`src/rtl/voltmeter_pkg.sv`:
```
// Shared types for the dual-slope voltmeter front-end sequencer.
// State, AFE phase and error encodings.
package voltmeter_pkg;

    // Conversion sequencer states
    typedef enum logic [2:0] {
        IDLE,
        WAIT_REF,
        AFE_RST,
        AZ,
        INT,
        DEINT,
        DONE
    } state_e;

    // AFE phase select encodings
    localparam logic [1:0] AFE_IDLE  = 2'b00;
    localparam logic [1:0] AFE_AZ    = 2'b01;
    localparam logic [1:0] AFE_INT   = 2'b10;
    localparam logic [1:0] AFE_DEINT = 2'b11;

    // Result status codes
    typedef enum logic [1:0] {
        ERR_OK  = 2'b00,
        ERR_OVR = 2'b01,
        ERR_SAT = 2'b10
    } err_e;

    // Map a sequencer state onto the AFE phase it drives
    function automatic logic [1:0] afe_sel_of(input state_e s);
        logic [1:0] sel;
        sel = AFE_IDLE;
        unique case (s)
            AZ:      sel = AFE_AZ;
            INT:     sel = AFE_INT;
            DEINT:   sel = AFE_DEINT;
            default: sel = AFE_IDLE;
        endcase
        return sel;
    endfunction

endpackage

```
`src/rtl/dual_slope_seq_sync2.sv`:
```
// Two-flop synchronizer for asynchronous AFE status lines.
// Asynchronous active-high reset clears both stages.
module sync2 (
    input  logic clk_i,
    input  logic rst_i,
    input  logic d_i,
    output logic q_o
);

    logic r_meta;
    logic r_sync;

    // Two back-to-back flops to resolve metastability
    always_ff @(posedge clk_i or posedge rst_i) begin
        if (rst_i) begin
            r_meta <= 1'b0;
            r_sync <= 1'b0;
        end else begin
            r_meta <= d_i;
            r_sync <= r_meta;
        end
    end

    assign q_o = r_sync;

endmodule

```
`src/rtl/dual_slope_seq.sv`:
```
// Dual-slope conversion sequencer: reset, auto-zero, integrate,
// de-integrate, then hand a signed count over a valid/ready port.
module dual_slope_seq
    import voltmeter_pkg::*;
#(
    parameter int CNT_W      = 16,
    parameter int AZ_CYCLES  = 1000,
    parameter int INT_CYCLES = 10000,
    parameter int DEINT_MAX  = 20000
) (
    input  logic             clk_i,
    input  logic             rst_i,
    input  logic             start_i,
    input  logic             cont_i,
    input  logic [2:0]       range_i,
    input  logic             ref_ok_i,
    input  logic             comp_i,
    input  logic             sat_hi_i,
    input  logic             sat_lo_i,
    output logic [1:0]       afe_sel_o,
    output logic             afe_reset_o,
    output logic             ref_sign_o,
    output logic [2:0]       range_sel_o,
    output logic             busy_o,
    output logic [CNT_W-1:0] result_o,
    output logic             sign_o,
    output logic [1:0]       err_o,
    output logic             result_valid_o,
    input  logic             result_ready_i
);

    localparam logic [CNT_W-1:0] AZ_LAST  = CNT_W'(AZ_CYCLES - 1);
    localparam logic [CNT_W-1:0] INT_LAST = CNT_W'(INT_CYCLES - 1);
    localparam logic [CNT_W-1:0] DEI_LIM  = CNT_W'(DEINT_MAX);

    state_e           r_state;
    state_e           w_next;
    logic [CNT_W-1:0] r_cnt;
    logic             r_pol;
    logic [2:0]       r_range;
    logic [CNT_W-1:0] r_result;
    logic             r_sign;
    err_e             r_err;

    logic             w_comp_s;
    logic             w_sat_hi_s;
    logic             w_sat_lo_s;
    logic             w_ref_ok_s;
    logic             w_sat;

    logic             w_cnt_clr;
    logic             w_cnt_inc;
    logic             w_pol_ld;
    logic             w_pol_clr;
    logic             w_res_ld;
    logic [CNT_W-1:0] w_res_val;
    err_e             w_err_val;
    logic             w_range_ld;

    sync2 u_sync_comp (
        .clk_i (clk_i),
        .rst_i (rst_i),
        .d_i   (comp_i),
        .q_o   (w_comp_s)
    );

    sync2 u_sync_sat_hi (
        .clk_i (clk_i),
        .rst_i (rst_i),
        .d_i   (sat_hi_i),
        .q_o   (w_sat_hi_s)
    );

    sync2 u_sync_sat_lo (
        .clk_i (clk_i),
        .rst_i (rst_i),
        .d_i   (sat_lo_i),
        .q_o   (w_sat_lo_s)
    );

    sync2 u_sync_ref_ok (
        .clk_i (clk_i),
        .rst_i (rst_i),
        .d_i   (ref_ok_i),
        .q_o   (w_ref_ok_s)
    );

    assign w_sat = w_sat_hi_s | w_sat_lo_s;

    // Sequencer state register
    always_ff @(posedge clk_i or posedge rst_i) begin
        if (rst_i) begin
            r_state <= IDLE;
        end else begin
            r_state <= w_next;
        end
    end

    // Next-state decode, datapath strobes and AFE-facing outputs
    always_comb begin
        w_next         = r_state;
        w_cnt_clr      = 1'b0;
        w_cnt_inc      = 1'b0;
        w_pol_ld       = 1'b0;
        w_pol_clr      = 1'b0;
        w_res_ld       = 1'b0;
        w_res_val      = '0;
        w_err_val      = ERR_OK;
        w_range_ld     = 1'b0;
        afe_sel_o      = afe_sel_of(r_state);
        afe_reset_o    = (r_state == AFE_RST);
        ref_sign_o     = (r_state == DEINT) & r_pol;
        busy_o         = (r_state != IDLE);
        result_valid_o = (r_state == DONE);

        unique case (r_state)
            IDLE: begin
                if (start_i) begin
                    w_range_ld = 1'b1;
                    w_next     = WAIT_REF;
                end
            end
            WAIT_REF: begin
                if (w_ref_ok_s) begin
                    w_next = AFE_RST;
                end
            end
            AFE_RST: begin
                w_cnt_clr = 1'b1;
                w_pol_clr = 1'b1;
                w_next    = AZ;
            end
            AZ: begin
                if (w_sat) begin
                    w_res_ld  = 1'b1;
                    w_err_val = ERR_SAT;
                    w_next    = DONE;
                end else if (r_cnt == AZ_LAST) begin
                    w_cnt_clr = 1'b1;
                    w_next    = INT;
                end else begin
                    w_cnt_inc = 1'b1;
                end
            end
            INT: begin
                if (w_sat) begin
                    w_res_ld  = 1'b1;
                    w_err_val = ERR_SAT;
                    w_next    = DONE;
                end else if (r_cnt == INT_LAST) begin
                    w_cnt_clr = 1'b1;
                    w_pol_ld  = 1'b1;
                    w_next    = DEINT;
                end else begin
                    w_cnt_inc = 1'b1;
                end
            end
            DEINT: begin
                if (w_sat) begin
                    w_res_ld  = 1'b1;
                    w_err_val = ERR_SAT;
                    w_next    = DONE;
                end else if (w_comp_s != r_pol) begin
                    w_res_ld  = 1'b1;
                    w_res_val = r_cnt;
                    w_err_val = ERR_OK;
                    w_next    = DONE;
                end else if (r_cnt == DEI_LIM) begin
                    w_res_ld  = 1'b1;
                    w_res_val = DEI_LIM;
                    w_err_val = ERR_OVR;
                    w_next    = DONE;
                end else begin
                    w_cnt_inc = 1'b1;
                end
            end
            DONE: begin
                if (result_ready_i) begin
                    if (cont_i) begin
                        w_range_ld = 1'b1;
                        w_next     = WAIT_REF;
                    end else begin
                        w_next = IDLE;
                    end
                end
            end
            default: begin
                w_next = IDLE;
            end
        endcase
    end

    // Shared phase counter, saturating at all-ones
    always_ff @(posedge clk_i or posedge rst_i) begin
        if (rst_i) begin
            r_cnt <= '0;
        end else if (w_cnt_clr) begin
            r_cnt <= '0;
        end else if (w_cnt_inc && (r_cnt != '1)) begin
            r_cnt <= r_cnt + 1'b1;
        end
    end

    // Input polarity captured at the end of integration
    always_ff @(posedge clk_i or posedge rst_i) begin
        if (rst_i) begin
            r_pol <= 1'b0;
        end else if (w_pol_clr) begin
            r_pol <= 1'b0;
        end else if (w_pol_ld) begin
            r_pol <= w_comp_s;
        end
    end

    // Range latch, updated only at conversion start or restart
    always_ff @(posedge clk_i or posedge rst_i) begin
        if (rst_i) begin
            r_range <= '0;
        end else if (w_range_ld) begin
            r_range <= range_i;
        end
    end

    // Result registers, held until the next conversion finishes
    always_ff @(posedge clk_i or posedge rst_i) begin
        if (rst_i) begin
            r_result <= '0;
            r_sign   <= 1'b0;
            r_err    <= ERR_OK;
        end else if (w_res_ld) begin
            r_result <= w_res_val;
            r_sign   <= r_pol;
            r_err    <= w_err_val;
        end
    end

    assign range_sel_o = r_range;
    assign result_o    = r_result;
    assign sign_o      = r_sign;
    assign err_o       = r_err;

endmodule

```
`config.mk`:
```
export PLATFORM = sky130hd
export DESIGN_NAME = dual_slope_seq
export DESIGN_NICKNAME = d
export VERILOG_FILES = /design/src/rtl/voltmeter_pkg.sv /design/src/rtl/dual_slope_seq_sync2.sv /design/src/rtl/dual_slope_seq.sv
export SDC_FILE = /design/constraint.sdc
export NUM_CORES = 1
export LEC_CHECK = 0
export CAP_MARGIN = 20
export CORE_MARGIN = 4
export CORE_UTILIZATION = 35
export CTS_CLUSTER_DIAMETER = 80
export CTS_CLUSTER_SIZE = 20
export DETAILED_ROUTE_END_ITERATION = 12
export MAX_ROUTING_LAYER = met4
export PLACE_DENSITY = 0.61
export SLEW_MARGIN = 15
export SYNTH_ARGS = -nofsm -noshare
export SYNTH_HDL_FRONTEND = slang
export SYNTH_SLANG_ARGS = --single-unit
```
`constraint.sdc`:
```
create_clock -name clk_i -period 4.8 [get_ports clk_i]
set_input_delay 1.2 -clock clk_i [delete_from_list [all_inputs] [get_ports clk_i]]
set_output_delay 1.2 -clock clk_i [all_outputs]
set_load 0.01 [all_outputs]
```
Yosys cells after proc, flatten, opt, wreduce, memory -nomap -nowiden
Index checks and enable logic that the tools add are counted.
{"block": "op_classes", "addsub": 1, "n_eq_ne": 17, "muxes": 50, "bitwise_logic": 2, "reduce_logical": 7}
{"op": "16-bit 2-to-1 mux", "n": 5}
{"op": "3-bit 2-to-1 mux", "n": 10}
{"op": "1-bit 2-to-1 mux", "n": 25}
{"op": "3-bit one-hot mux with 7 select lines", "n": 1}
{"op": "16-bit by 1-bit adder with 16-bit output, second input constant", "n": 1}
{"op": "16-bit by 10-bit equality test with 1-bit output, second input constant", "n": 1}
{"op": "16-bit by 14-bit equality test with 1-bit output, second input constant", "n": 1}
{"op": "16-bit by 15-bit equality test with 1-bit output, second input constant", "n": 1}
{"op": "16-bit != test, second input constant", "n": 1}
{"op": "15-bit 2-to-1 mux", "n": 1}
{"op": "3-bit equality test, second input constant", "n": 3}
{"op": "3-bit by 2-bit equality test with 1-bit output, second input constant", "n": 2}
{"op": "3-bit != test, second input constant", "n": 2}
{"op": "1-bit one-hot mux with 3 select lines", "n": 2}
{"op": "2-bit one-hot mux with 3 select lines", "n": 1}
{"op": "6-bit AND reduction", "n": 1}
{"op": "2-bit 2-to-1 mux", "n": 2}
{"op": "2-bit by 1-bit != test with 1-bit output, second input constant", "n": 2}
{"op": "4-bit by 2-bit != test with 1-bit output, second input constant", "n": 1}
{"op": "1-bit one-hot mux with 2 select lines", "n": 2}
{"op": "2-bit one-hot mux with 2 select lines", "n": 1}
{"op": "2-bit nonzero test", "n": 2}
{"op": "3-bit by 1-bit equality test with 1-bit output, second input constant", "n": 1}
{"op": "3-bit zero test", "n": 1}
{"op": "7 further kinds", "n": 7}
{"block": "word_totals", "reg_bits": 50, "in_bits": 12, "output_inout_bits": 28, "wordCells": 92}

Logic depth before layout (Yosys ltp)
Gate-level depths: netlist of the first run.
{"block": "depth", "depth_word": 8, "ltp_mapped": 9, "depth_no_buf": 8}

Cells and area by module
A second synthesis of the first run with hierarchy kept.
{"block": "hier_totals", "cells_unflattened": 232, "area_unflattened_um2": 2386.0}
{"module": "dual_slope_seq", "instances": 1, "cells_each": 220, "area_each_um2": 2170.8, "seq_area_each_um2": 1051.0}
{"module": "sync2", "instances": 4, "cells_each": 3, "area_each_um2": 53.8, "seq_area_each_um2": 50.0}

Least setup slack after synthesis of the first run
OpenSTA, ideal clock, no wires.
{"block": "synth_path", "kind": "reg-to-output", "startpoint": "reg r_state[1]", "endpoint": "out ref_sign_o", "arrival_ns": 1.076, "t_required_ns": 3.600, "path_slack_ns": 2.524, "path_stages_with_launch": 5, "n_path_buf": 1, "cell_sequence": "dfrtp_1 -> buf_6 -> nand2b_1 -> inv_1 -> and3_1"}
{"block": "synth_between", "elab_chain_cells": 2}
{"item": "start: declaration", "line": "dual_slope_seq.sv:36", "text": "state_e r_state;"}
{"item": "start signal: assignment", "line": "dual_slope_seq.sv:95", "text": "r_state <= w_next;"}
{"item": "3-bit equality test", "line": "dual_slope_seq.sv:112", "text": "ref_sign_o = (r_state == DEINT) & r_pol;"}
{"item": "1-bit AND", "line": "dual_slope_seq.sv:112"}
{"item": "end: declaration", "line": "dual_slope_seq.sv:22", "text": "output logic ref_sign_o,"}
Every way passes these cells.

Worst setup path after layout of the first run
{"block": "layout_path", "startpoint": "reg r_state[0]", "endpoint": "out afe_sel_o[0]"}
{"block": "layout_between", "elab_chain_cells": 2, "elab_cells_between_ends": 4, "cone_classes": "eq/ne (3); mux (1)"}
{"item": "3-bit equality test / 3-bit by 2-bit equality test with 1-bit output (equally long branches)", "line": "voltmeter_pkg.sv:33", "text": "unique case (s)"}
{"item": "2-bit one-hot mux with 3 select lines *", "line": "voltmeter_pkg.sv:33"}
{"item": "end: declaration", "line": "dual_slope_seq.sv:20", "text": "output logic [1:0] afe_sel_o,"}
Mark *: on every way between the ends. The rest lies on a longest branch, timed or not.

==> results of run 1 <==
worst max-delay path: cells and delay by family (launching register included):
family / cells / cell delay (ns)
buf+inv: 2 / 0.77
flops: 1 / 0.65
compound gates: 1 / 0.17
state kept, by name, summed over array words and instances (netlist names):
name                  cells
u_sync_sat_hi.q_o         1
result_o                 16
r_pol                     1
range_sel_o               3
r_cnt                    16
u_sync_sat_lo.r_meta      1
u_sync_ref_ok.q_o         1
u_sync_comp.r_meta        1
u_sync_sat_hi.r_meta      1
u_sync_ref_ok.r_meta      1
sign_o                    1
r_state                   3
err_o                     2
u_sync_sat_lo.q_o         1
u_sync_comp.q_o           1
worst paths after layout:
path	cells past startpoint	startpoint	slack [ns]	end
max	3	r_state[0]	1.70	afe_sel_o[0]
min	0	u_sync_ref_ok.r_meta	0.36	u_sync_ref_ok.q_o
max reg2reg	6	r_cnt[6]	2.07	r_cnt[6]
min reg2reg	0	u_sync_ref_ok.r_meta	0.36	u_sync_ref_ok.q_o
max in group asynchronous	2	rst_i	2.93	r_pol
min in group asynchronous	2	rst_i	1.36	u_sync_sat_hi.r_meta
report_power, final:
part / total (µW) / internal, µW / switching [µW]
Sequential: 526 / 461 / 65.6
Combinational: 376 / 173 / 203
Clock: 252 / 103 / 149
Total: 1150 / 737 / 418
layout by cell type (no fill, tap or decap), drive strengths merged, types with 3 or more instances in the layout:
cell type and instances:
dfrtp 50, clkdlybuf4s50 39, nor2 15, nand2 13, a22o 13, nand3 11, a221o 10, and3 10
inv 9, a21oi 9, nand4 7, o21ai 7, mux2 5, clkbuf 5, nor3 4, a21o 3
and2 3, a31o 3, a21bo 3, clkinv 3
area by class of cell:
type | instances | area, µm² | area share (%)
sequential | 50 | 1251 | 41.22
multi-input combinational | 154 | 1137 | 37.47
timing repair buffer | 40 | 397.9 | 13.11
tap | 96 | 120.1 | 3.957
clock buffer | 5 | 68.82 | 2.267
inverter | 10 | 38.79 | 1.278
clock inverter | 3 | 21.27 | 0.7007
logic make-up (layout without fill, tap and decap cells):
| family | count (synthesis) | after routing | share of synthesized area [%] |
|---|---|---|---|
| AND/OR/NAND/NOR | 84 | 84 | 20.00 |
| adder cells (fa/ha/maj) | 2 | 2 | 0.9778 |
| multiplexers | 6 | 6 | 2.592 |
| XOR/XNOR | 2 | 2 | 0.6847 |
| buffers and inverters | 25 | 58 | 6.651 |
| flip-flops | 50 | 50 | 48.90 |
| AO/OA/AOI/OAI | 60 | 60 | 20.20 |
Yosys cell counts (2+ instances only):
master	number
xnor2_1	2
inv_1	10
a221o_2	2
ha_1	2
nand4_1	7
clkbuf_1	2
a21bo_2	3
nor2_1	14
mux2_2	5
nor3b_1	2
nand3b_1	2
dfrtp_1	50
clkbuf_8	3
a21o_1	3
buf_2	4
nor3_1	4
nand2b_1	2
and3_1	7
and3_2	3
or2_2	2
a21oi_1	7
buf_6	5
nand3_1	11
o21ai_0	7
a22o_1	10
nand4b_1	2
a221o_1	8
a31o_2	3
a22o_2	3
and2_1	3
nand2_1	13
per-layer routing:
metal,track usage [%],part of all wire (%)
met1,19.29,50
met4,4.762,1.6
met3,2.172,3.4
met5,-,0
met2,19.59,45
per-stage QoR:
stage          hold WS, ns  instance area [µm²]  utilization, %  std cells
2_1_floorplan       0.3312                 2559               -        229
3_3_place_gp        0.3345                 2937           42.29        349
3_5_place_dp        0.3379                 2937           42.29        349
4_1_cts             0.3610                 3027           43.59        357
5_1_grt             0.3689                 3035           43.71        358
6_report            0.3573                 3035           43.71        358
==> impl_summary.txt, run 1 <==
----------------------------------------------------
[Synthesis]
  Post-synthesis instance total ... 229
  Post-synth top area share ... 48.90%
  Library cell occupying the most area in the post-synthesis netlist ... dfrtp_1
  Fraction of registers with async set/reset ... 100.0%
  Cells taking the most area after synthesis ... dfrtp_1 49%, a22o_1 3.4%, a221o_1 3.1%
  Netlist area before placement ... between 2000 and 3000 µm²
  Proportion of synthesized chip area in sequential cells ... 48.90%
  Most instantiated flip-flop cell in the synthesis netlist ... dfrtp_1
  Nets in the synthesized netlist ... around 240
  Total of flip-flops plus latches after synthesis ... 50
  Number of synthesized flops with an enable pin ... 0
  Post-Synthesis Mean Instance Area ... around 11 µm²
  Yosys Warn Count ... 0
  Count of cell types in the netlist ... 59

[Route]
  Total iterations of the first detailed-routing run ... 4
  Total vias in the final route ... ~1900
  Via count normalized by instance count ... about 5.2
  First-iteration detailed-routing DRC count ... between 150 and 200
  Detailed-route wire length ... between 5000 and 6000 µm
  Wire per inst ... about 15 µm
  Post-detailed-route count of antenna-violating nets ... 0
  Detailed-route DRC error count ... 0

[Worst setup path]
  Highest fanout seen on the critical path ... 14
  Biggest cell delay along the critical path ... roughly 0.65 ns
  Critical-path top delay cell ... dfrtp_1
  Data required time at the worst endpoint ... between 3 and 4 ns
  Data arrival at the endpoint of the critical path ... about 1.9 ns
  Critical path startpoint category ... flip-flop
  Type of element capturing the critical path ... output pin
  Sequence of cells on the critical path ... inv_1 -> a21oi_1 -> clkdlybuf4s50_1
  Type of the worst setup path ... reg -> out

[STA]
  Final Hold Violating Endpoints ... 0
  Final total negative setup slack ... 0 ns
  Number of pins exceeding their max-slew limit in the final report ... 0
  Unrepaired setup endpoints after global routing ... no
  Post-route worst setup slack ... 1.704 ns
  Min Clock Period, post-route ... about 3.1 ns
  Fmax ... ~320 MHz
  Final period utilization ... between 60 and 70%
  Relative max-transition margin ... a little under two fifths
  Final setup skew ... between 0.003 and 0.004 ns
  Pin slew with the least headroom to its limit ... around 0.93 ns
  Total setup violations reported at the end of the flow ... 0

[Clock tree]
  Maximum buffer depth of the clock tree ... 2
  Post-cts resize count ... 0
  CTS tree ... built
  Clock input transition at the sequential cells of the worst setup and hold paths ... roughly 0.10 ns
  Clk_lat worst skew ... around 0.3 ns
  Cts bufs inserted ... 5
  Hold buffer count at CTS ... 0
  Total setup buffers inserted after CTS ... 0
  Sinks on the clock net ... 50
  CTS Root Cell ... clkbuf_8
  Level count of the clock H-tree ... 2

[GRT]
  Vias in the first global route ... between 1500 and 2000
  Pin count of the biggest net entering global routing ... between 50 and 60
  Antenna violations before repair ... 0
  Tot GR Track Use ... between 10% and 20%
  Final global-route overflow total ... 0
  Wire length of the first global-routing pass ... slightly above 9000 µm

[Layout]
  Fill cell instance count of the final layout ... 649
  Proportion of layout cells with a drive suffix above 1 ... between 10% and 20%
  Final-stage net count ... ~280
  Number of diodes added for antenna fixing ... 0
  Layout area overhead ... 18.63%

[Pwr]
  Overall power after layout ... approximately 1200 µW
  Pwr dens ... 380.4 nW/µm²
  Leakage ... 0.001322 µW
  Worst IR drop on VDD ... about 0.00015 V

[Placement]
  Pre-CTS WS ... around 2.0 ns
  Routability-driven placement congestion ratio ... about 0.8
  Buffers on Ports ... 39
  HPWL reported at the end of detailed placement ... around 3700 µm

[Floorplan]
  Starting density of the core ... 36.85%
  Die area ... around 9000 µm²
  Horizontal extent of the die ... just over 90 µm
  Number of placement rows ... 30
  Chip height ... roughly 94 µm
  Area of the core ... ~7000 µm²
  Number of top-level design ports ... 40

[Job]
  Number of violations of the max-capacitance limit ... 0

[Worst hold path]
  Tightest Hold Check Type ... reg -> reg

[Status]
  Run status ... complete, no violations

----------------------------------------------------
(Power assumes the default switching activity.)
==> inputs of run 2 (changes only) <==
- PLACE_DENSITY: 0.61 -> 0.63
- clock period: 4.8 -> 2.6 ns (I/O delays scaled with it)
==> run 2 against run 1 <==
Against the previous run:
- sequential share of layout area is 1.9 points lower
- first-iteration DRC count is 20% lower
- global-route usage is 0.18 points higher
- routed wire length is 5.7% higher
- critical path type unchanged
- largest cell class unchanged
- largest power group unchanged
==> impl_summary.txt, run 2 (same netlist as run 1, synthesis figures left out) <==
----------------------------------------------------
[Route]
  First-iteration detailed-routing DRC count ... 150 (was 187)
  Post-detailed-route count of antenna-violating nets ... 0 (unchanged)
  Detailed-route wire length ... 5672 µm (was 5365 µm)
  Total iterations of the first detailed-routing run ... 4 (unchanged)
  Wire per inst ... 15.01 µm (was 14.99 µm)
  Via count normalized by instance count ... 5.352 (was 5.207)
  Detailed-route DRC error count ... 0 (unchanged)
  Total vias in the final route ... 2023 (was 1864)

[Worst hold path]
  Number of stages on the worst hold path ... 0 (unchanged)
  Tightest Hold Check Type ... reg -> reg (unchanged)
  Terminating pin of the worst hold path ... u_sync_sat_hi.q_o (was u_sync_ref_ok.q_o)
  Min-delay src ... u_sync_sat_hi.r_meta (was u_sync_ref_ok.r_meta)

[GRT]
  Final global-route overflow total ... 0 (unchanged)
  Wire length of the first global-routing pass ... 9356 µm (was 9066 µm)
  Antenna violations before repair ... 0 (unchanged)
  Pin count of the biggest net entering global routing ... 51 (unchanged)
  Tot GR Track Use ... 13.75% (was 13.57%)
  Vias in the first global route ... 1856 (was 1762)

[STA]
  Worst hold slack across all endpoints ... 0.3580 ns (was 0.3573 ns)
  Final setup skew ... 0.01008 ns (was 0.003692 ns)
  Fmax ... a little under 400 MHz
  Final period utilization ... a little over nine tenths
  Min Clock Period, post-route ... between 2 and 3 ns
  Number of pins exceeding their max-slew limit in the final report ... 0 (unchanged)
  Total setup violations reported at the end of the flow ... 0 (unchanged)
  Unrepaired setup endpoints after global routing ... no (unchanged)
  Final Hold Violating Endpoints ... 0 (unchanged)
  Final total negative setup slack ... 0 ns (unchanged)
  Relative max-transition margin ... 57.99% (was 37.52%)
  Pin slew with the least headroom to its limit ... 0.6302 ns (was 0.9343 ns)

[Clock tree]
  Post-cts resize count ... 0 (unchanged)
  Sinks on the clock net ... 50 (unchanged)
  Clock input transition at the sequential cells of the worst setup and hold paths ... 0.10 ns (about the same)
  Level count of the clock H-tree ... 2 (unchanged)
  Hold buffer count at CTS ... 0 (unchanged)
  CTS tree ... built (unchanged)
  Cts bufs inserted ... 5 (unchanged)
  CTS Root Cell ... clkbuf_8 (unchanged)
  Clk_lat worst skew ... 0.30 ns (about the same)
  Maximum buffer depth of the clock tree ... 2 (unchanged)
  Total setup buffers inserted after CTS ... 0 (unchanged)

[Layout]
  Most frequent cells in the layout ... 50 x dfrtp_1, 39 x clkdlybuf4s50_1, 21 x buf_4 (was 50 x dfrtp_1, 39 x clkdlybuf4s50_1, 14 x nor2_1)
  Final-stage net count ... 295 (was 275)
  Final core utilization ... 45.86% (was 43.71%)
  Most frequent standard cell in the layout excluding fill and tap cells ... dfrtp_1 (unchanged)
  Fill cell instance count of the final layout ... 652 (was 649)
  Layout area overhead ... 24.45% (was 18.63%)
  Number of diodes added for antenna fixing ... 0 (unchanged)
  Proportion of layout cells with a drive suffix above 1 ... 22.34% (was 16.41%)

[Floorplan]
  Number of placement rows ... 30 (unchanged)
  Number of top-level design ports ... 40 (unchanged)
  Die area ... 8742 µm² (unchanged)
  Starting density of the core ... 36.85% (unchanged)
  Area of the core ... 6944 µm² (unchanged)
  Chip height ... 93.50 µm (unchanged)
  Horizontal extent of the die ... 93.50 µm (unchanged)

[Placement]
  Routability-driven placement congestion ratio ... 0.8674 (was 0.7785)
  Buffers on Ports ... 39 (unchanged)
  HPWL reported at the end of detailed placement ... 4105 µm (was 3706 µm)

[Worst setup path]
  Critical path startpoint category ... flip-flop (unchanged)
  Data required time at the worst endpoint ... 1.95 ns (was 3.60 ns)
  Launch point of the critical path ... r_state[1] (was r_state[0])
  Reg-to-Reg End ... r_cnt[15] (was r_cnt[6])
  Critical path buffers and inverters ... 3 (was 2)
  Type of the worst setup path ... reg -> out (unchanged)
  Type of element capturing the critical path ... output pin (unchanged)
  Kind of cell with the highest combined delay on the critical path ... buffers and inverters (unchanged)
  Register-to-register path setup slack ... 0.17 ns (was 2.07 ns)
  Biggest cell delay along the critical path ... 0.53 ns (was 0.65 ns)
  Critical register-to-register path startpoint ... r_cnt[1] (was r_cnt[6])
  Logic depth of the worst register-to-register path ... 7 (was 6)
  Critical-path top delay cell ... clkdlybuf4s50_1 (was dfrtp_1)
  Highest fanout seen on the critical path ... 13 (was 14)
  Data arrival at the endpoint of the critical path ... 1.87 ns (was 1.90 ns)
  Sequence of cells on the critical path ... buf_4 -> nand2b_1 -> inv_2 -> and3_1 -> clkdlybuf4s50_1 (was inv_1 -> a21oi_1 -> clkdlybuf4s50_1)

[Job]
  Number of violations of the max-capacitance limit ... 0 (unchanged)

[Pwr]
  Pwr dens ... 698.1 nW/µm² (was 380.4 nW/µm²)
  Worst IR drop on VDD ... 0.0003096 V (was 0.0001524 V)
  Leakage ... 0.001427 µW (was 0.001322 µW)

[Status]
  Run status ... complete, no violations (unchanged)

----------------------------------------------------
-- run 2: per-stage QoR --
stage	total power (µW)	cell area [µm²]	setup slack [ns]	instances
finish	2223	3184	0.08050	378
global route	2374	3184	0.005897	378
CTS	2248	3184	0.03493	378
detailed placement	1787	3094	0.2138	370
global placement	1769	3094	0.2345	370
floorplan	1503	2559	0.3330	229
-- run 2: power by group --
group	internal, µW	total [µW]	leakage [µW]	switching [µW]
sequential	851	913	0.000664	61.4
combinational	391	851	0.000717	460
clock	195	459	0.0000458	263
total	1440	2220	0.00143	785
-- run 2: metal layers --
metal  global-route usage [%]  part of all wire, %  vias to the layer above
met1                    19.33                   47                      996
met4                    4.762                  1.6                        0
li1                         -                    -                      956
met5                        -                    0                        -
met3                    2.414                  5.9                        7
met2                    19.95                   45                       64
-- run 2: worst reg2reg max path: stages, from the launching register on --
cell,delay (ns)
dfrtp_1,0.36
ha_1,0.31
nand3_1,0.27
nor4_4,0.35
a2bb2oi_2,0.22
a21oi_4,0.16
nor2_2,0.45
a221o_1,0.24
-- run 2: worst max path at each step --
stage / cells after the start / endpoint
after global routing: 5 / ref_sign_o
after CTS: 5 / ref_sign_o
after detailed placement: 6 / r_cnt[10]
after floorplan: 7 / r_cnt[5]
after global placement: 6 / r_cnt[10]
final: 5 / ref_sign_o
-- run 2: cell type report --
cell class,instances,area [µm²],area share (%)
sequential,50,1251,39.29
multi-input combinational,154,1137,35.72
timing repair buffer,60,548.0,17.21
tap,96,120.1,3.772
clock buffer,6,72.57,2.279
inverter,10,37.54,1.179
clock inverter,2,17.52,0.5501
==> inputs of run 3 (changes only) <==
--- a/config.mk
+++ b/config.mk
@@ -13,5 +13,5 @@
 export DETAILED_ROUTE_END_ITERATION = 12
 export MAX_ROUTING_LAYER = met4
-export PLACE_DENSITY = 0.63
+export PLACE_DENSITY = 0.61
 export SLEW_MARGIN = 15
 export SYNTH_ARGS = -nofsm -noshare
==> constraint.sdc (replaced) <==
create_clock -name clk_i -period 2.32 [get_ports clk_i]
set_input_delay 0.58 -clock clk_i [delete_from_list [all_inputs] [get_ports clk_i]]
set_output_delay 0.58 -clock clk_i [all_outputs]
set_load 0.005 [all_outputs]
==> run 3 against run 2 <==
Against the previous run:
- the run now ends with setup timing left
- critical path depth is 3 higher
- clock power is 35% higher
- die area stayed put
- sequential share of layout area is 2.8 points lower
- flip-flop and latch count stayed put
- cell area is 7.7% higher
- hold slack worse by 0.0034 ns
- clock-buffer cell count stayed put
- clock skew is 0.0041 ns lower
- global-route usage is 1.1 points higher
- setup slack worse by 0.18 ns
- cell count is 5.0% higher
- largest power group is now combinational logic
- highest routed layer unchanged
==> impl_summary.txt, run 3 (same netlist as run 1, synthesis figures left out) <==
----------------------------------------------------
[Worst setup path]
  Critical register-to-register path startpoint ... r_cnt[5] (was r_cnt[1])
  Data required time at the worst endpoint ... 2.52 ns (was 1.95 ns)
  Register-to-register path setup slack ... -0.10 ns (was 0.17 ns)
  Highest fanout seen on the critical path ... 5 (was 13)
  Type of the worst setup path ... reg -> reg (was reg -> out)
  Critical path startpoint category ... flip-flop (unchanged)
  Type of element capturing the critical path ... flip-flop (was output pin)
  Data arrival at the endpoint of the critical path ... 2.62 ns (was 1.87 ns)
  Logic depth of the worst register-to-register path ... 8 (was 7)
  Reg-to-Reg End ... r_cnt[10] (was r_cnt[15])

[Floorplan]
  Number of placement rows ... 30 (unchanged)
  Chip height ... 93.50 µm (unchanged)
  Starting density of the core ... 36.85% (unchanged)
  Horizontal extent of the die ... 93.50 µm (unchanged)
  Area of the core ... 6944 µm² (unchanged)
  Die area ... 8742 µm² (unchanged)
  Number of top-level design ports ... 40 (unchanged)

[GRT]
  Met3 routing resource usage after global routing ... 2.574% (was 2.414%)
  Antenna violations before repair ... 0 (unchanged)
  Final global-route overflow total ... 0 (unchanged)
  Most utilized layer in the global route result ... met2 (unchanged)
  Vias in the first global route ... 1963 (was 1856)
  Met1 global-route usage ... 19.95% (was 19.33%)
  Met2 track demand over resource ... 21.92% (was 19.95%)
  Tot GR Track Use ... 14.84% (was 13.75%)
  Wire length of the first global-routing pass ... 9894 µm (was 9356 µm)
  Pin count of the biggest net entering global routing ... 21 (was 51)

[Pwr]
  Pwr dens ... 798.3 nW/µm² (was 698.1 nW/µm²)
  Worst IR drop on VDD ... 0.0003600 V (was 0.0003096 V)
  Leakage ... 0.001573 µW (was 0.001427 µW)

[Route]
  Post-detailed-route count of antenna-violating nets ... 0 (unchanged)
  Total vias in the final route ... 2076 (was 2023)
  Via count normalized by instance count ... 5.229 (was 5.352)
  Wire per inst ... 14.93 µm (was 15.01 µm)
  Detailed-route DRC error count ... 0 (unchanged)
  Total iterations of the first detailed-routing run ... 4 (unchanged)
  First-iteration detailed-routing DRC count ... 135 (was 150)
  Detailed-route wire length ... 5927 µm (was 5672 µm)

[Placement]
  Count of placed standard cells including taps ... 385 (was 370)
  HPWL reported at the end of detailed placement ... 4441 µm (was 4105 µm)
  Routability-driven placement congestion ratio ... 0.8876 (was 0.8674)
  Buffers on Ports ... 39 (unchanged)

[Layout]
  Layout area overhead ... 34.08% (was 24.45%)
  Number of diodes added for antenna fixing ... 0 (unchanged)
  Proportion of layout cells with a drive suffix above 1 ... 29.57% (was 22.34%)
  Most frequent standard cell in the layout excluding fill and tap cells ... dfrtp_1 (unchanged)
  Filler-free cell count of the finished design ... 397 (was 378)
  Final-stage net count ... 314 (was 295)
  Most frequent cells in the layout ... 49 x dfrtp_1, 37 x clkdlybuf4s50_1, 34 x buf_4 (was 50 x dfrtp_1, 39 x clkdlybuf4s50_1, 21 x buf_4)

[Clock tree]
  Level count of the clock H-tree ... 2 (unchanged)
  Clock input transition at the sequential cells of the worst setup and hold paths ... 0.09 ns (was 0.10 ns)
  Maximum buffer depth of the clock tree ... 2 (unchanged)
  Clk_lat worst skew ... 0.31 ns (was 0.30 ns)
  CTS tree ... built (unchanged)
  Cts bufs inserted ... 5 (unchanged)
  Sinks on the clock net ... 50 (unchanged)
  CTS Root Cell ... clkbuf_8 (unchanged)

[STA]
  Final period utilization ... 104.4%
  Unrepaired setup endpoints after global routing ... yes (was no)
  Final total negative setup slack ... -0.4242 ns (was 0 ns)
  Fmax ... 413.0 MHz
  Final Hold Violating Endpoints ... 0 (unchanged)
  Final setup skew ... 0.005937 ns (was 0.01008 ns)
  Number of pins exceeding their max-slew limit in the final report ... 0 (unchanged)
  Min Clock Period, post-route ... 2.421 ns
  Pin slew with the least headroom to its limit ... 0.4626 ns (was 0.6302 ns)
  Post-route worst setup slack ... -0.1015 ns (was 0.08050 ns)
  Relative max-transition margin ... 68.88% (was 57.99%)
  Total setup violations reported at the end of the flow ... 8 (was 0)

[Status]
  Run status ... finished with violations (was complete, no violations)
  Failing checks ... setup timing

[Job]
  Number of violations of the max-capacitance limit ... 0 (unchanged)

[Worst hold path]
  Tightest Hold Check Type ... reg -> reg (unchanged)
  Terminating pin of the worst hold path ... u_sync_sat_hi.q_o (unchanged)
  Number of stages on the worst hold path ... 0 (unchanged)
  Min-delay src ... u_sync_sat_hi.r_meta (unchanged)

----------------------------------------------------
## run 3: changes by cell type in the layout (fill, tap and decap cells not counted), sizes merged
cell	previous run	this run
inv	11	10
buf	21	40
clkinvlp	0	1
clkinv	1	0
bufinv	0	1
dlymetal6s2s	0	1
dlygate4sd2	0	1
clkdlybuf4s50	39	37
## run 3: layout make-up
| cell class | count | area [µm²] |
|---|---|---|
| clock buffers | 6 | 72.57 |
| clock inverters | 2 | 37.54 |
| fillers | 623 | 3513 |
| inverters | 10 | 37.54 |
| multi-input cells | 154 | 1187 |
| flip-flops and latches | 50 | 1252 |
| well taps | 96 | 120.1 |
| repair buffers | 79 | 723.2 |
## run 3: timing repair
action | 4_1_cts | 5_1_grt
setup endpoints to repair | 4 | 31
setup buffers | 1 | 3
pin swaps | 0 | 6
hold buffers | 0 | 0
resized for setup | 3 | 16
## run 3: critical path: stages, from the launching register on
cell and delay [ns]:
dfrtp_1 0.40, or4b_4 0.55, nor4_4 0.37, buf_4 0.18, a21oi_2 0.06, o22ai_4 0.18, nor2_2 0.07, buf_6 0.14
a221o_2 0.36
## run 3: worst max-delay path by stage
| stage | start | to | slack (ns) | depth (start not counted) |
|---|---|---|---|---|
| CTS | r_cnt[6] | r_cnt[15] | -0.03 | 7 |
| detailed placement | r_cnt[6] | r_cnt[15] | -0.01 | 7 |
| finish | r_cnt[5] | r_cnt[10] | -0.10 | 8 |
| floorplan | r_cnt[4] | r_cnt[5] | 0.05 | 7 |
| global placement | r_cnt[6] | r_cnt[15] | 0.03 | 7 |
| global route | r_cnt[11] | r_cnt[10] | -0.15 | 8 |
## run 3: stage by stage
step | utilization [%] | total power (µW) | hold slack, ns | setup WS (ns) | cell area [µm²]
after floorplan | - | 1656 | 0.3312 | 0.05299 | 2559
after global placement | 46.36 | 2037 | 0.3330 | 0.02733 | 3219
after detailed placement | 46.36 | 2036 | 0.3347 | -0.01322 | 3219
after CTS | 48.14 | 2675 | 0.3563 | -0.02550 | 3343
after global routing | 49.41 | 2907 | 0.3683 | -0.1523 | 3431
final | 49.41 | 2739 | 0.3546 | -0.1015 | 3431
## run 3: power breakdown
part / total (µW) / switching [µW] / internal (µW)
sequential: 1030 / 78.0 / 956
clock: 619 / 297 / 322
combinational: 1090 / 515 / 570
## run 3: routing by layer
metal	wire [µm]	vias to the layer above
met5	0	-
met1	2753	1010
met2	2765	55
met3	268	14
li1	-	997
met4	140	0
